--- src/rtl/regfile_write_arbiter.sv ---
// Two-requester writeback arbiter for the register file write port.
// Each requester owns a one-entry buffer; the oldest full buffer drains first, ties go round-robin.
module regfile_write_arbiter #(
    parameter int DATA_W = 32,
    parameter int ADDR_W = 5
) (
    input  logic                     clk,
    input  logic                     reset,
    input  logic                     req0_valid,
    output logic                     req0_ready,
    input  logic [ADDR_W-1:0]        req0_reg,
    input  logic [DATA_W-1:0]        req0_data,
    input  logic                     req1_valid,
    output logic                     req1_ready,
    input  logic [ADDR_W-1:0]        req1_reg,
    input  logic [DATA_W-1:0]        req1_data,
    output logic [ADDR_W-1:0]        Write_register,
    output logic [DATA_W-1:0]        Write_data,
    output logic                     signal_RegWrite,
    output logic [1:0]               grant,
    output logic [(1<<ADDR_W)-1:0]   pending_mask
);

    localparam int NREG = 1 << ADDR_W;

    logic [1:0]        r_vld_p0;
    logic [1:0]        r_old_p0;
    logic              r_rr_ptr;
    logic [ADDR_W-1:0] r_reg_p0  [2];
    logic [DATA_W-1:0] r_data_p0 [2];

    logic [1:0]        w_valid;
    logic [1:0]        w_ready;
    logic [1:0]        w_load;
    logic [1:0]        w_grant;
    logic [1:0]        w_vld_next;
    logic              w_tie;
    logic              w_sel;
    logic              w_any;
    logic [ADDR_W-1:0] w_in_reg  [2];
    logic [DATA_W-1:0] w_in_data [2];
    logic [NREG-1:0]   w_mask;

    assign w_valid      = {req1_valid, req0_valid};
    assign w_in_reg[0]  = req0_reg;
    assign w_in_reg[1]  = req1_reg;
    assign w_in_data[0] = req0_data;
    assign w_in_data[1] = req1_data;

    // Arbitration looks only at buffer state, so no input reaches an output combinationally.
    always_comb begin
        w_grant = 2'b00;
        w_tie   = 1'b0;
        case (r_vld_p0)
            2'b01: w_grant = 2'b01;
            2'b10: w_grant = 2'b10;
            2'b11: begin
                if (r_old_p0 == 2'b01) begin
                    w_grant = 2'b01;
                end else if (r_old_p0 == 2'b10) begin
                    w_grant = 2'b10;
                end else begin
                    w_tie   = 1'b1;
                    w_grant = r_rr_ptr ? 2'b10 : 2'b01;
                end
            end
            default: w_grant = 2'b00;
        endcase
    end

    assign w_ready    = ~r_vld_p0 | w_grant;
    assign w_load     = w_valid & w_ready;
    assign w_vld_next = (r_vld_p0 & ~w_grant) | w_load;
    assign w_any      = |w_grant;
    assign w_sel      = w_grant[1];

    // Stage p0: buffer occupancy, age and tie pointer.
    always_ff @(posedge clk or posedge reset) begin
        if (reset) begin
            r_vld_p0 <= 2'b00;
            r_old_p0 <= 2'b00;
            r_rr_ptr <= 1'b0;
        end else begin
            r_vld_p0 <= w_vld_next;
            for (int i = 0; i < 2; i++) begin
                // An entry becomes "old" once the other buffer is loaded behind it.
                if (w_load[i] || !w_vld_next[i]) begin
                    r_old_p0[i] <= 1'b0;
                end else if (w_load[i ^ 1]) begin
                    r_old_p0[i] <= 1'b1;
                end
            end
            if (w_tie) begin
                r_rr_ptr <= ~r_rr_ptr;
            end
        end
    end

    always_ff @(posedge clk) begin
        for (int i = 0; i < 2; i++) begin
            if (w_load[i]) begin
                r_reg_p0[i]  <= w_in_reg[i];
                r_data_p0[i] <= w_in_data[i];
            end
        end
    end

    always_comb begin
        w_mask = '0;
        for (int i = 0; i < 2; i++) begin
            if (r_vld_p0[i] && (r_reg_p0[i] != '0)) begin
                w_mask[r_reg_p0[i]] = 1'b1;
            end
        end
    end

    assign req0_ready      = w_ready[0];
    assign req1_ready      = w_ready[1];
    assign grant           = w_grant;
    assign Write_register  = w_any ? r_reg_p0[w_sel]  : '0;
    assign Write_data      = w_any ? r_data_p0[w_sel] : '0;
    assign signal_RegWrite = w_any && (r_reg_p0[w_sel] != '0);
    assign pending_mask    = w_mask;

endmodule
--- config.mk ---
export PLATFORM = sky130hd
export DESIGN_NAME = regfile_write_arbiter
export DESIGN_NICKNAME = d
export VERILOG_FILES = /design/src/rtl/regfile_write_arbiter.sv
export SDC_FILE = /design/constraint.sdc
export NUM_CORES = 1
export LEC_CHECK = 0
export BUFFER_PORTS_ARGS = -buffer_cell sky130_fd_sc_hd__buf_4
export CAP_MARGIN = 20
export CORE_UTILIZATION = 48
export CTS_BUF_LIST = sky130_fd_sc_hd__clkbuf_16
export CTS_CLUSTER_SIZE = 10
export DETAILED_ROUTE_END_ITERATION = 8
export GPL_TIMING_DRIVEN = 0
export PLACE_DENSITY = 0.8
export SLEW_MARGIN = 20
export SYNTH_ARGS = -nofsm -noshare
export SYNTH_HDL_FRONTEND = slang
export SYNTH_SLANG_ARGS = --single-unit
--- constraint.sdc ---
create_clock -name clk -period 4.3 [get_ports clk]
set_input_delay 0.645 -clock clk [delete_from_list [all_inputs] [get_ports clk]]
set_output_delay 0.645 -clock clk [all_outputs]
set_load 0.02 [all_outputs]
==> results.md <==
- Outcome: finished clean
- Row cnt: 31
- Grt total ovfl: 0
- Yosys reg bits: 79
- Crit path kind: flip-flop to output pin
- Largest net degree at the start of global routing: 23
- Num Clock Sinks: 79
- Total power: 2.862 mW
- Post-synth cell types: 32
- Iter 0 DRT Violations: 108
- Cts bufs inserted: 9
- DIE AREA: 7829 um2
- Aggregate global-route resource usage: 19.66%
- Tcrit/Tclk final: 71.39%
- Final setup viols: 0
- DP Wirelength: approximately 5800 um
- Fin Setup TNS: 0 ns
- Fin worst setup slack: 1.230 ns
- Worst clock skew: roughly 0.008 ns
- Crit path launch type: flip-flop
- ANT nets after route: 0
- Fraction of layout cells with a size suffix above 1: 40.31%
- Synth warnings: 0
- DR WL/cell: 14.33 um
- EDFF count, synth: 74
- Sequential area share after synthesis: approximately 65%
- Final Hold Fails: 0
- FFs w/ async S/R, synth: approximately 6.3%
- Worst-Margin Slew: 0.5988 ns
- Fmax: 325.8 MHz
- Leak pwr: roughly 2.3 nW
- Vias in the first global route: 2409
- Cell area power density: 550.2 nW/um2
- Mapped Area: 3590 um2
- DRC: 0
- Cell area after layout: 5201 um2
- Place WS: 1.578 ns
- RSZ-0062 raised after global routing: false
- Final Critical Period: 3.070 ns
- Initial Util: a little under 50%
- Number of port buffers: 150
- Post-CTS sizing: 0
- Main flop type after synthesis: edfxtp_1
- Area Growth Syn to Fin: 44.89%
- Vias per cell: 5.052
- Core area: 7253 um2
- Worst VDD drop: between 300 and 400 uV
- Cells after Synth: 286
- CTS Buffer Depth: 2
- Nets: roughly 530
- CTS tree: yes
- Cts hold-fix bufs: 0
- R2R cell count: 6
- Synth top cells by count: edfxtp_1 (74), nand2_1 (40), inv_1 (37)
- Vias: about 2.8k
- WP data required: 3.65 ns
- Drt pass-1 iters: 4
- Worst-Skew Late Latency: about 0.33 ns
- Slew HR: 60.00%
- Chip Height: 88.48 um
- Cell taking the most area after synthesis: edfxtp_1
- Setup crit end kind: output pin
- First-pass GRT wire length: between 10000 and 15000 um
- Worst-path clk slew: around 0.060 ns
- DP Area: 4910 um2
- Post-CTS Repair Setup Buffers: 0
- Top post-synthesis cells by area: edfxtp_1 (62%), mux2i_1 (8.9%), o22ai_1 (5.4%)
- Top-count cell post-synth: edfxtp_1
- Fin. max-slew vios: 0
- WP data arrival: between 2 and 2.5 ns
- Max Cap Viol: 0
- Finished Core Util: 71.71%
- Area share of the largest cell type after synthesis: 61.90%
- Avg Cell Area, Syn: 12.55 um2
- Die Wd: around 88 um
- Syn Nets: 366
- DRT Wirelength: 7925 um
- GPL Wtd Cong: 0.8344
- I/O pin count: 152
- CTS root buf: clkbuf_16
- Critical path peak fanout: 10
- Worst hold path type: primary input to async pin
- CTS H-tree lvls: 3
- Initial antenna violation count: 0
- Antenna cells: 0
==> stage by stage <==
stage,cells,hold slack [ns]
6_report,553,0.2192
3_5_place_dp,537,0.4920
5_1_grt,553,0.2331
4_1_cts,553,0.2154
2_1_floorplan,286,0.4235
3_3_place_gp,535,0.4826
==> final timing paths <==
check,startpoint,to,slack (ns)
setup / recovery,r_old_p0[0],Write_data[12],1.23
hold reg to reg,r_rr_ptr,r_rr_ptr,0.50
max in group asynchronous,reset,r_rr_ptr,3.89
min in group clk,req0_data[24],r_data_p0[0][24],0.49
setup reg to reg,r_old_p0[0],r_data_p0[0][22],2.17
hold / removal,reset,r_old_p0[0],0.22
==> flip-flops by register name, summed over array words and instances (netlist names) <==
signal     flops
r_vld_p0       2
r_rr_ptr       1
r_reg_p0      10
r_old_p0       2
r_data_p0     64
==> critical path, stage by stage (launching register included) <==
cell,delay [ns]
dfrtp_1,0.41
ha_1,0.22
o21bai_1,0.20
a21boi_1,0.27
buf_2,0.31
buf_4,0.27
mux2i_1,0.24
buf_4,0.17
==> kinds of logic after synthesis <==
family                   Yosys count  share of synthesized area (%)
XOR/XNOR                           1                         0.2440
AO/OA/AOI/OAI                     45                          8.783
flip-flops                        79                          65.39
buffers and inverters             55                          6.413
AND/OR/NAND/NOR                   71                          9.446
multiplexers                      32                          8.923
adder cells (fa/ha/maj)            2                         0.6970
other                              1                         0.1045
==> power by group <==
group	total [mW]	switching [mW]	internal, mW
clock	0.730	0.285	0.445
combinational	1.11	0.631	0.474
sequential	1.03	0.0421	0.985
total	2.86	0.958	1.90
==> final cells by class <==
cell class                 count  area [um2]
clock inverter                 7       66.31
timing repair buffer         152        1181
tap                           99       123.9
buffer                        18       91.34
sequential                    79        2347
clock buffer                   9       225.2
inverter                      37       138.9
fill                         507        2052
multi-input combinational    152        1027
==> placed cells by master, fill, tap and decap left out, types with 3 or more instances in the layout <==
cell       synthesis  routed
a22o_1             4       4
buf_1              3       3
buf_2              7       7
buf_4              2     152
clkbuf_1           5       5
clkbuf_16          0       9
dfrtp_1            5       5
edfxtp_1          74      74
inv_1             37      39
mux2i_1           32      32
nand2_1           40      40
nand3_1            7       7
nand3b_1           5       5
nor2_1             5       5
nor2b_1            5       3
o22ai_1           31      31
or2_2              3       3
==> layer usage <==
metal | vias to the layer above | share of wire (%) | GRT usage, %
li1 | 1352 | - | -
met1 | 1300 | 40 | 22.28
met2 | 133 | 52 | 35.17
met3 | 9 | 6.4 | 5.317
met4 | 0 | 1.5 | 7.918
met5 | - | 0 | 0
No activity file was read; power rests on OpenSTA's default activity.
